File: config.mk
export PLATFORM = sky130hd
export DESIGN_NAME = instr_fetch_unit
export DESIGN_NICKNAME = d
export VERILOG_FILES = /design/src/rtl/rv32i_pkg.sv /design/src/rtl/ifu_next_pc.sv /design/src/rtl/instr_fetch_unit.sv
export SDC_FILE = /design/constraint.sdc
export NUM_CORES = 1
export LEC_CHECK = 0
export ABC_AREA = 1
export BUFFER_PORTS_ARGS = -buffer_cell sky130_fd_sc_hd__buf_2
export CAP_MARGIN = 20
export CORE_MARGIN = 2
export CORE_UTILIZATION = 53
export CTS_CLUSTER_DIAMETER = 100
export DETAILED_ROUTE_END_ITERATION = 16
export PLACE_DENSITY_LB_ADDON = 0.05
export RECOVER_POWER = 100
export SYNTH_ARGS = -nofsm -noshare
export SYNTH_HDL_FRONTEND = slang
export SYNTH_HIERARCHICAL = 1
export SYNTH_SLANG_ARGS = --single-unit
export TNS_END_PERCENT = 5
File: constraint.sdc
create_clock -name clk -period 3.6 [get_ports clk]
set_input_delay 0.18 -clock clk [delete_from_list [all_inputs] [get_ports clk]]
set_output_delay 0.18 -clock clk [all_outputs]
set_load 0.005 [all_outputs]
File: src/rtl/rv32i_pkg.sv
// Shared RV32I front-end types and constants.
// Consumed by the fetch unit and its next-PC selector.
// Holds no logic of its own.
package rv32i_pkg;
   localparam int          XLEN             = 32;
   localparam logic [31:0] INSTR_NOP        = 32'h0000_0013;
   localparam logic [31:0] RESET_PC_DEFAULT = 32'h0000_0000;

   typedef enum logic [1:0] {
      FETCH   = 2'd0,
      VALID   = 2'd1,
      DISCARD = 2'd2
   } ifu_state_t;

   function automatic logic is_misaligned(input logic [1:0] lsb);
      return |lsb;
   endfunction
endpackage

File: src/rtl/ifu_next_pc.sv
// Next-PC select: flush_pc over pc_target over pc+4. Redirect targets are word-aligned here.
// Latency: purely combinational.
// Backpressure: none; the caller decides when next_pc is loaded.
module ifu_next_pc #(
   parameter int XLEN = 32
) (
   input  logic [XLEN-1:0] pc,
   input  logic [XLEN-1:0] flush_pc,
   input  logic [XLEN-1:0] pc_target,
   input  logic            take_flush,
   input  logic            take_branch,
   output logic [XLEN-1:0] pc_plus4,
   output logic [XLEN-1:0] next_pc,
   output logic            misalign
);
   import rv32i_pkg::*;

   logic [XLEN-1:0] raw_target;
   logic            redirect;

   always_comb begin
      pc_plus4   = pc + XLEN'(4);
      redirect   = take_flush | take_branch;
      raw_target = take_flush ? flush_pc : pc_target;
      // The low bits are dropped silently; the error pulse reports them.
      next_pc    = redirect ? {raw_target[XLEN-1:2], 2'b00} : pc_plus4;
      misalign   = redirect & is_misaligned(raw_target[1:0]);
   end
endmodule

File: src/rtl/instr_fetch_unit.sv
// Instruction fetch: owns the PC, single-outstanding imem req/ack, valid/ready to decode; FETCH_PERF_CNT_EN adds fetch_count.
// Latency: ack at edge N gives instr_valid after edge N; best case one instruction every 2 cycles.
// Backpressure: instr_ready=0 holds instr/pc/instr_valid and issues no imem request.
module instr_fetch_unit #(
   parameter int              XLEN     = rv32i_pkg::XLEN,
   parameter logic [XLEN-1:0] RESET_PC = XLEN'(rv32i_pkg::RESET_PC_DEFAULT)
) (
   input  logic            clk,
   input  logic            rst_n,
   output logic            imem_req,
   output logic [XLEN-1:0] imem_addr,
   input  logic            imem_ack,
   input  logic [31:0]     imem_rdata,
   output logic [31:0]     instr,
   output logic            instr_valid,
   input  logic            instr_ready,
   output logic [XLEN-1:0] pc,
   output logic [XLEN-1:0] pc_plus4,
   input  logic            pc_src,
   input  logic [XLEN-1:0] pc_target,
   input  logic            flush,
   input  logic [XLEN-1:0] flush_pc,
`ifdef FETCH_PERF_CNT_EN
   output logic [31:0]     fetch_count,
`endif
   output logic            misalign_err
);
   import rv32i_pkg::*;

   ifu_state_t      state;
   logic [XLEN-1:0] stale_addr;
   logic [XLEN-1:0] next_pc;
   logic            ack;
   logic            consume;
   logic            misalign;

   assign ack       = imem_req & imem_ack;
   assign consume   = (state == VALID) & instr_ready;
   // While discarding, the pc already holds the flush target; the bus keeps the old address.
   assign imem_addr = (state == DISCARD) ? stale_addr : pc;

   ifu_next_pc #(.XLEN(XLEN)) u_next_pc (
      .pc          (pc),
      .flush_pc    (flush_pc),
      .pc_target   (pc_target),
      .take_flush  (flush),
      .take_branch (consume & pc_src),
      .pc_plus4    (pc_plus4),
      .next_pc     (next_pc),
      .misalign    (misalign)
   );

   always_ff @(posedge clk or negedge rst_n) begin
      if (!rst_n) begin
         state        <= FETCH;
         pc           <= RESET_PC;
         stale_addr   <= RESET_PC;
         instr        <= INSTR_NOP;
         instr_valid  <= 1'b0;
         imem_req     <= 1'b0;
         misalign_err <= 1'b0;
      end else begin
         misalign_err <= misalign;
         if (flush) begin
            pc          <= next_pc;
            instr_valid <= 1'b0;
            imem_req    <= 1'b1;
            case (state)
               FETCH: begin
                  // Only a request actually on the bus leaves a stale response behind.
                  if (imem_req && !imem_ack) begin
                     state      <= DISCARD;
                     stale_addr <= pc;
                  end else begin
                     state <= FETCH;
                  end
               end
               DISCARD: state <= ack ? FETCH : DISCARD;
               default: state <= FETCH;
            endcase
         end else begin
            case (state)
               FETCH: begin
                  imem_req <= 1'b1;
                  if (ack) begin
                     instr       <= imem_rdata;
                     instr_valid <= 1'b1;
                     imem_req    <= 1'b0;
                     state       <= VALID;
                  end
               end
               VALID: begin
                  if (instr_ready) begin
                     pc          <= next_pc;
                     instr_valid <= 1'b0;
                     imem_req    <= 1'b1;
                     state       <= FETCH;
                  end
               end
               DISCARD: begin
                  if (ack) state <= FETCH;
               end
               default: state <= FETCH;
            endcase
         end
      end
   end

`ifdef FETCH_PERF_CNT_EN
   always_ff @(posedge clk or negedge rst_n) begin
      if (!rst_n)
         fetch_count <= 32'd0;
      else if (instr_valid && instr_ready)
         fetch_count <= fetch_count + 32'd1;
   end
`endif
endmodule
# Word-level counts from Yosys, hierarchy flattened
# Cells that the tools add are included.
# totals
ff_bits	101
in_bits	102
output_inout_bits	131
word_cells	54
# classes
addsub	1
n_eq_ne	5
mux	22
n_bitwise	6
n_reduce_logical	13
# op_table
cell	n
$mux W32	6
$add A32 B3 Y32 const B	1
$mux W2	6
$reduce_and A3 Y1	4
$ne A3 B3 Y1 const B	3
$mux W1	6
$pmux W2 S3	1
$and A1 B1 Y1	4
$pmux W1 S2	2
$pmux W2 S2	1
$reduce_and A2 Y1	2
$reduce_bool A2 Y1	2
$reduce_bool A3 Y1	1
$eq A2 B1 Y1 const B	1
$eq A2 B2 Y1 const B	1
$logic_not A2 Y1	1
$reduce_or A2 Y1	1
$logic_and A1 B1 Y1	1
$logic_not A1 Y1	1
$not A1 Y1	1
$or A1 B1 Y1	1

# Depth between registers and ports, before layout
# Gate-level depths: netlist of run 1.
# logic_depth
ltp_word	8
mapped_depth	12
ltp_nobuf	12

# Hierarchy
# Netlist of run 1, hierarchy kept.
# modules_own_cells
mod	instances	cells_each	area_per_inst_um2	seq_area_each_um2
instr_fetch_unit	1	471	4255.3	2531.2
ifu_next_pc	1	290	1470.2	0.0

# Least setup slack after synthesis of run 1
# OpenSTA, ideal clock, no wires.
# synth_timing
kind	reg-to-reg
startpoint	reg pc[2]
endpoint	reg pc[22]
setup_time_ns	0.121
arrival_ns	1.461
t_required_ns	3.479
path_slack_ns	2.018
path_stages_with_launch	13
path_buffers	0
period_less_slack_ns	1.582
path_cell_list	dfrtp_1 -> ha_1 -> nand2_1 -> nor2_2 -> nand2_4 -> nor2_4 -> nand2_1 -> nand2_1 -> nand2_1 -> nand2_1 -> nand2_1 -> nand2_1 -> o21ai_1
# synth_between
elab_chain_len	5
# synth_rtl
item	line_no	rtl
start, declared	instr_fetch_unit.sv:17	output logic [XLEN-1:0] pc,
start signal, assigned	instr_fetch_unit.sv:65	pc <= next_pc;
start signal, assigned	instr_fetch_unit.sv:94	pc <= next_pc;
$add A32 B3 Y32 *	ifu_next_pc.sv:22	pc_plus4 = pc + XLEN'(4);
net pc_plus4[22]	instr_fetch_unit.sv:18	output logic [XLEN-1:0] pc_plus4,
$mux W32 *	ifu_next_pc.sv:26	next_pc = redirect ? {raw_target[XLEN-1:2], 2'b00} : pc_plus4;
net next_pc[22]	instr_fetch_unit.sv:32	logic [XLEN-1:0] next_pc;
$mux W32	instr_fetch_unit.sv:93	if (instr_ready) begin
$mux W32	instr_fetch_unit.sv:82	case (state)
$mux W32 *	instr_fetch_unit.sv:64	if (flush) begin
# The timed path passes the listed nets; every way through them passes the cells marked *. The select of a mux whose other input is x is not followed.
# A chain may end at the register's enable or synchronous reset.

# Worst setup path in the final report of run 1
# layout_timing
startpoint	reg state[1]
endpoint	reg pc[30]
# layout_between
elab_chain_len	8
word_cells_on_any_way	10
classes_between	1 x eq/ne; 4 x mux; 3 x bitwise; 2 x reduce/logical
# layout_rtl
item	line_no	rtl
start, declared	instr_fetch_unit.sv:30	ifu_state_t state;
start signal, assigned	instr_fetch_unit.sv:78	DISCARD: state <= ack ? FETCH : DISCARD;
$eq A2 B1 Y1 *	instr_fetch_unit.sv:38	assign consume = (state == VALID) & instr_ready;
$and A1 B1 Y1 *	instr_fetch_unit.sv:38	
$and A1 B1 Y1 *	instr_fetch_unit.sv:47	.take_branch (consume & pc_src),
$or A1 B1 Y1 *	ifu_next_pc.sv:23	redirect = take_flush | take_branch;
$mux W32 *	ifu_next_pc.sv:26	
net next_pc[30]	instr_fetch_unit.sv:32	
$mux W32	instr_fetch_unit.sv:93	
$mux W32	instr_fetch_unit.sv:82	
$mux W32 *	instr_fetch_unit.sv:64	
# Marks and branches as above.

==> results of run 1 <==
[final timing paths]
path	from	endpoint	slack [ns]	cells after the start
setup reg to reg	state[1]$_DFFE_PN0P_	pc[30]$_DFFE_PN0P_	0.86	9
max in group asynchronous	rst_n	misalign_err$_DFF_PN0_	1.21	3
setup / recovery	state[1]$_DFFE_PN0P_	pc[30]$_DFFE_PN0P_	0.86	9
hold / removal	imem_rdata[19]	instr[19]$_DFFE_PN0P_	0.03	3
hold reg to reg	instr[4]$_DFFE_PN1P_	instr[4]$_DFFE_PN1P_	0.49	2
min in group asynchronous	rst_n	instr[27]$_DFFE_PN0P_	0.68	2
[critical path, cell delays in order, from the launching register on]
cell      delay, ns
dfrtp_1        0.41
inv_1          0.09
nand2_1        0.08
nor2_1         0.06
nor2_1         0.86
clkbuf_1       0.70
nand2_1        0.18
nand2_1        0.09
nand2_1        0.05
o21ai_0        0.11
[layout by cell type, fill, tap and decap left out, drive strengths merged, types with 2 or more instances in the layout]
master,count
buf,174
nand3b,8
dlygate4sd3,4
a22oi,24
clkinvlp,2
dfstp,3
inv,90
xor2,11
clkbuf,74
nand3,15
a21oi,33
nand2,255
o21ai,98
clkinv,3
and2,3
nor2,77
xnor2,4
dfrtp,98
[final cells by class]
cell class / count / share of cell area
inverters: 89 / 0.0482
repair buffers: 242 / 0.173
flip-flops and latches: 101 / 0.365
clock buffers: 10 / 0.0199
clock inverters: 6 / 0.00668
multi-input cells: 534 / 0.362
well taps: 136 / 0.0246
[timing repair]
item	in CTS	in global routing
hold endpoints to repair	28	1
hold buffers	3	1
resized for setup	0	0
[state kept, by name, indices dropped and copies added, names as in the netlist]
name and count:
instr 32, stale_addr 32, state 2, instr_valid 1, imem_req 1, misalign_err 1
pc 32
[stage by stage]
stage,cells,util
2_1_floorplan,761,-
3_3_place_gp,1096,0.660
3_5_place_dp,1096,0.660
4_1_cts,1115,0.681
5_1_grt,1118,0.665
6_report,1118,0.665
[logic make-up after synthesis]
| group | after synthesis |
|---|---|
| XOR/XNOR | 15 |
| flip-flops | 101 |
| AND/OR/NAND/NOR | 360 |
| AO/OA/AOI/OAI | 158 |
| buffers and inverters | 126 |
| adder cells (fa/ha/maj) | 1 |
[metal layers]
| layer | vias up | track usage | part of all wire |
|---|---|---|---|
| met5 | - | 0 | 0 |
| met4 | 0 | 0.0824 | 0.014 |
| met3 | 21 | 0.0452 | 0.067 |
| met2 | 217 | 0.438 | 0.48 |
| met1 | 2649 | 0.368 | 0.44 |
| li1 | 2820 | - | - |
[report_power, final]
part | switching, mW | internal, mW | total, mW | leakage [nW]
clock network | 0.422 | 0.274 | 0.696 | 0.0889
logic | 0.671 | 0.507 | 1.18 | 2.31
registers | 0.246 | 1.46 | 1.71 | 1.27
total | 1.34 | 2.24 | 3.58 | 3.67
==> key figures, run 1 <==
Placement
  – Placement Cell Area: 6880 µm²
  – GP Congestion: 0.838
  – Buffers on Ports: 232
  – Pre-CTS WS: 1.17 ns
  – Post-DP HPWL: 11.4 mm

Cells and area
  – Area growth syn-to-layout: 21.0%
  – Diodes inserted: 0
  – Fin nets: 1,080
  – Multi-input gate area: 2510 µm²
  – Ratio of cells with drive above 1 in the final layout: 0.222
  – Design Area, Final: 6930 µm²
  – Register area: 2530 µm²
  – Final-layout fill cell count: 1,003

CTS
  – H-tree depth: 3
  – Root buf cell: clkbuf_8
  – Buffer depth of the longest clock path: 2
  – TritonCTS clock tree: done
  – Total CTS buffers: 9
  – Clk slew on worst S/H paths: 0.10 ns
  – Worst skew pair latency: 0.38 ns
  – Post-CTS setup buffer count: 0
  – CTS Sinks: 101

Detailed routing
  – WL final: 15.7 mm
  – Post-route DRC: 0
  – Via density: 5.10
  – Vias after detailed routing: 5,707
  – Post-DR wirelength/cell: 14.0 µm
  – First-pass DRT Iterations: 5
  – DRT iter0 DRCs: 378
  – Antenna Nets Post-Route: 0

Yosys
  – Cells after Synth: 761
  – Synth area leaders: dfrtp_1 (43%), nand2_1 (16%), inv_1 (5.8%)
  – Sequential share of the synthesized area: 0.442
  – Yosys warning total: 6
  – Mux cell area share after synthesis: 0
  – Synth Cell Area: 5730 µm²
  – Synth Area in Adders: 0.00219
  – Main synth FF type: dfrtp_1
  – Post-Syn Area per Cell: 7.52 µm²
  – Area leader, netlist: dfrtp_1
  – Synth top area share: 0.428
  – Compound-Gate Fraction of Synth Area: 0.156
  – Synth top cells by count: nand2_1 (242), dfrtp_1 (98), inv_1 (88), nor2_1 (64), o21ai_1 (62)
  – Post-synthesis async set-or-reset flop share: 1.00
  – Count leader, synth: nand2_1
  – Mapped Nets: 864
  – Xor/xnor share of the synthesized area: 0.0308
  – Synth cell types: 33
  – EDFF count, synth: 0
  – Simple-gate share of the synthesized area: 0.273
  – Post-synthesis register bit count: 101
  – Largest family of logic cells by synthesized area: simple AND/OR/NAND/NOR gates

Pwr
  – Tot Pwr: 3.58 mW
  – Peak supply drop: 309 µV
  – Leakage: 3.67 nW
  – Power Dens Cells: 517 nW/µm²

Hold path
  – Min-Delay Path Class: in2reg

Critical path
  – Critical path class: reg2reg
  – Largest fanout on the critical path: 16
  – Critical Path RT: 3.88 ns
  – Critical Path End Type: register
  – Startpoint types: register
  – Worst EP arrival: 3.02 ns

Floorplanning
  – Row cnt: 37
  – Die Ht: 108 µm
  – Initial Utilization: 0.550
  – Core Box Area: 10,400 µm²
  – Die Footprint: 11,700 µm²
  – Die width: 108 µm
  – Boundary pin count: 233

Timing
  – RSZ-0062 raised after global routing: false
  – Max-slew headroom at the worst pin: 0.0101
  – Final Hold Violating Endpoints: 0
  – Worst Skew: 0.0151 ns
  – Setup slack after layout: 0.859 ns
  – Finish-stage setup viols: 0
  – Worst hold slack: 0.0295 ns
  – TNS Setup: 0 ns
  – Peak Freq: 365 MHz
  – Fin crit share: 0.761
  – Tightest Pin Transition: 1.48 ns
  – Post-layout min period: 2.74 ns
  – Max Slew Vio Count: 0

Run status
  – Failing checks: capacitance limit
  – Status: finished with violations

Global routing
  – Total gr overflow: 0
  – Vias in the first global route: 5,132
  – Largest net degree at the start of global routing: 65
  – First-pass GRT wire length: 24.7 mm
  – GRT Overall Usage: 0.268
  – Initial antenna violation count: 0

Job
  – Max Cap Viol: 1
Note: power is estimated with default switching activity, not from simulation.
==> run 2, diff against run 1 <==
--- a/config.mk
+++ b/config.mk
@@ -5,11 +5,11 @@
 export SDC_FILE = /design/constraint.sdc
 export NUM_CORES = 1
 export LEC_CHECK = 0
-export ABC_AREA = 1
+export ABC_AREA = 0
 export BUFFER_PORTS_ARGS = -buffer_cell sky130_fd_sc_hd__buf_2
 export CAP_MARGIN = 20
 export CORE_MARGIN = 2
-export CORE_UTILIZATION = 53
+export CORE_UTILIZATION = 49
 export CTS_CLUSTER_DIAMETER = 100
 export DETAILED_ROUTE_END_ITERATION = 16
 export PLACE_DENSITY_LB_ADDON = 0.05
==> constraint.sdc (replaced) <==
create_clock -name clk -period 2.9 [get_ports clk]
set_input_delay 0.145 -clock clk [delete_from_list [all_inputs] [get_ports clk]]
set_output_delay 0.145 -clock clk [all_outputs]
set_load 0.005 [all_outputs]
==> key figures, run 2 <==
Run status
  – Status: finished with violations
  – Failing checks: capacitance limit, slew limit

Floorplanning
  – Die width: 111 µm (+2.6%)
  – Boundary pin count: 233 (unchanged)
  – Die Footprint: 12,300 µm² (+5.3%)
  – Row cnt: 38 (+2.7%)
  – Initial Utilization: 0.509 (-0.0410)
  – Die Ht: 111 µm (+2.6%)
  – Core Box Area: 11,000 µm² (+5.4%)

Detailed routing
  – Antenna Nets Post-Route: 0 (unchanged)
  – DRT iter0 DRCs: 184 (-51%)
  – First-pass DRT Iterations: 4 (-1)
  – Post-DR wirelength/cell: 17.4 µm (+24%)
  – Vias after detailed routing: 4,471 (-22%)
  – WL final: 14.4 mm (-8.0%)
  – Post-route DRC: 0 (unchanged)
  – Via density: 5.41 (+5.9%)

Yosys
  – Synth area leaders: dfrtp_1 (44%), mux2_2 (24%), xnor2_1 (3.3%)
  – Post-synthesis register bit count: 101 (unchanged)
  – Post-synthesis async set-or-reset flop share: 1.00 (unchanged)
  – Synth top area share: 0.439 (+0.0106)
  – Mux cell area share after synthesis: 0.278 (+0.278)
  – Yosys warning total: 6 (unchanged)
  – Xor/xnor share of the synthesized area: 0.0423 (+0.0115)
  – Sequential share of the synthesized area: 0.453 (+0.0110)
  – Compound-Gate Fraction of Synth Area: 0.0683 (-0.0882)
  – Synth Cell Area: 5590 µm² (-2.4%)
  – Synth cell types: 50 (+52%)
  – Main synth FF type: dfrtp_1
  – Mapped Nets: 561 (-35%)
  – Simple-gate share of the synthesized area: 0.118 (-0.155)
  – Area leader, netlist: dfrtp_1
  – Synth top cells by count: mux2_2 (117), dfrtp_1 (98), nand2_1 (23), xnor2_1 (21), nand3_1 (16)
  – Post-Syn Area per Cell: 12.2 µm² (+62%)
  – EDFF count, synth: 0 (unchanged)
  – Cells after Synth: 458 (-40%)
  – Synth Area in Adders: 0.00224 (+0.0000543)
  – Largest family of logic cells by synthesized area: multiplexers
  – Count leader, synth: mux2_2

Global routing
  – Vias in the first global route: 4,607 (-10%)
  – Initial antenna violation count: 0 (unchanged)
  – Largest net degree at the start of global routing: 60 (-7.7%)
  – First-pass GRT wire length: 23.3 mm (-5.5%)
  – GRT Overall Usage: 0.234 (-0.0337)
  – Total gr overflow: 0 (unchanged)

Placement
  – Post-DP HPWL: 10.6 mm (-7.2%)
  – Buffers on Ports: 232 (unchanged)
  – GP Congestion: 0.845 (+0.82%)

Critical path
  – Startpoint types: register
  – Critical path class: reg2out
  – Largest stage delay, worst path: 0.50 ns (-0.36 ns)
  – Reg2reg path depth: 7 (-2)
  – Critical Path End Type: output pin
  – R2R Path Start: state[1]$_DFFE_PN0P_
  – Largest fanout on the critical path: 9 (-7)
  – Flop2flop setup slack: 0.39 ns (-0.47 ns)
  – Cell family with most CP delay: simple AND/OR/NAND/NOR gates
  – Critical Path RT: 2.76 ns (-1.12 ns)
  – RR Endpoint: pc[31]$_DFFE_PN0P_
  – Crit-path slowest cell: or4b_4
  – Bufs and invs on worst path: 1 (-1)
  – Worst EP arrival: 2.44 ns (-0.58 ns)
  – Cell-by-cell trace of the critical path: ha_1 > nand3_1 > nor2_4 > or4b_4 > xnor2_1 > clkbuf_1

CTS
  – H-tree depth: 3 (unchanged)
  – Worst skew pair latency: 0.34 ns (-0.04 ns)
  – Post-cts gate resize count: 0 (unchanged)
  – Total CTS buffers: 9 (unchanged)
  – Buffer depth of the longest clock path: 2 (unchanged)
  – Root buf cell: clkbuf_16
  – TritonCTS clock tree: done
  – Clk slew on worst S/H paths: 0.06 ns (-0.04 ns)
  – CTS Sinks: 101 (unchanged)

Pwr
  – Net Sw Power: 1.64 mW (+22%)
  – Combinational Power Share: 0.335 (+0.006)
  – Reg power frac: 0.447 (-0.030)
  – Power Dens Cells: 737 nW/µm² (+43%)
  – Tot Pwr: 5.16 mW (+44%)
  – Int Pwr: 3.52 mW (+57%)
  – Clock share of power: 0.218 (+0.024)
  – Peak supply drop: 485 µV (+57%)
  – Switching Share: 0.318 (-0.0561)
  – Leakage: 3.20 nW (-13%)

Timing
  – Post-layout min period: 2.58 ns
  – Final Hold Violating Endpoints: 0 (unchanged)
  – Worst hold slack: 0.0185 ns (-0.0110 ns)
  – Tightest Pin Transition: 1.51 ns (+0.0250 ns)
  – Peak Freq: 387 MHz
  – RSZ-0062 raised after global routing: false
  – Fin crit share: 0.890
  – Finish-stage setup viols: 0 (unchanged)
  – Max-slew headroom at the worst pin: -0.00658 (-0.0166)
  – Worst Skew: 0.00768 ns (-0.00737 ns)
  – TNS Setup: 0 ns (unchanged)
  – Max Slew Vio Count: 59 (+59)

Hold path
  – Hold Path Origin: imem_rdata[15]
  – Min-Delay Path Class: in2reg
  – Worst hold path depth: 2 (-1)
  – Hold endpoint: instr[15]$_DFFE_PN0P_

Cells and area
  – Ratio of cells with drive above 1 in the final layout: 0.480 (+0.258)
  – Area growth syn-to-layout: 25.2%
  – Fin nets: 785 (-27%)
  – Commonest non-fill, non-tap cell in the layout: buf_2
  – Diodes inserted: 0 (unchanged)
  – Top Registers: instr (32), pc (32), stale_addr (32)
  – Commonest non-fill, non-tap cells in the layout: buf_2 (171), mux2_2 (115), dfrtp_1 (98), clkbuf_1 (55), nand2_1 (23)

Job
  – Max Cap Viol: 1 (unchanged)
[run 2: cell count changes in the layout (fill, tap and decap cells not counted), moves of 9 or more]
| cell | before | now |
|---|---|---|
| a21oi_1 | 33 | 2 |
| mux2_2 | 0 | 115 |
| mux2i_1 | 0 | 9 |
| mux2_1 | 0 | 15 |
| a22oi_1 | 24 | 5 |
| xnor2_1 | 4 | 21 |
| clkbuf_16 | 0 | 9 |
| a21o_1 | 0 | 9 |
| nand2_1 | 247 | 23 |
| nor2_1 | 75 | 13 |
| inv_1 | 89 | 3 |
| a22o_1 | 0 | 9 |
| o21ai_0 | 94 | 14 |
[run 2: kinds of logic (layout without fill, tap and decap cells)]
group | Yosys count | after routing
buffers and inverters | 32 | 261
AND/OR/NAND/NOR | 105 | 105
AO/OA/AOI/OAI | 53 | 53
adder cells (fa/ha/maj) | 1 | 1
flip-flops | 101 | 101
multiplexers | 139 | 139
XOR/XNOR | 27 | 27
[run 2: repair_timing]
action	in CTS	in global routing
hold endpoints to repair	55	0
hold buffers	1	0
buffers inserted	0	0
setup endpoints to repair	0	0
[run 2: metrics by stage]
| stage | utilization | setup WS, ns | std cells | cell area (µm²) |
|---|---|---|---|---|
| floorplan | - | 0.682 | 458 | 5590 |
| global placement | 0.620 | 0.688 | 809 | 6810 |
| detailed placement | 0.620 | 0.595 | 809 | 6810 |
| CTS | 0.646 | 0.474 | 826 | 7100 |
| global route | 0.637 | 0.194 | 827 | 6990 |
| finish | 0.637 | 0.318 | 827 | 6990 |
[run 2: power groups by stage]
stage	registers [mW]	logic, mW	clock network (mW)
after floorplan	2.26	1.02	0
after global routing	2.38	1.90	1.22
after global placement	2.29	1.77	0
final	2.30	1.73	1.12
after CTS	2.31	1.82	1.16
after detailed placement	2.33	1.81	0
[run 2: metal layers]
| layer | global-route usage | vias up | share of wire |
|---|---|---|---|
| li1 | - | 2129 | - |
| met1 | 0.296 | 2171 | 0.42 |
| met2 | 0.397 | 158 | 0.50 |
| met3 | 0.0525 | 13 | 0.066 |
| met4 | 0.0817 | 0 | 0.016 |
| met5 | 0 | - | 0 |
[run 2: worst max path at each step]
stage | from | endpoint | slack, ns | depth (start not counted)
floorplan | state[1]$_DFFE_PN0P_ | pc[12]$_DFFE_PN0P_ | 0.68 | 8
global placement | pc[2]$_DFFE_PN0P_ | pc[18]$_DFFE_PN0P_ | 0.69 | 7
detailed placement | state[0]$_DFFE_PN0P_ | pc[23]$_DFFE_PN0P_ | 0.59 | 5
CTS | pc[2]$_DFFE_PN0P_ | pc_plus4[18] | 0.47 | 6
global route | pc[2]$_DFFE_PN0P_ | pc_plus4[18] | 0.19 | 6
finish | pc[2]$_DFFE_PN0P_ | pc_plus4[18] | 0.32 | 6
[run 2: layout make-up]
type                    count  area [µm²]
repair buffers            242        1180
well taps                 140         175
fillers                   958        3990
flip-flops and latches    101        2530
inverters                   3        11.3
clock buffers              14         264
clock inverters             2        10.0
multi-input cells         325        2820
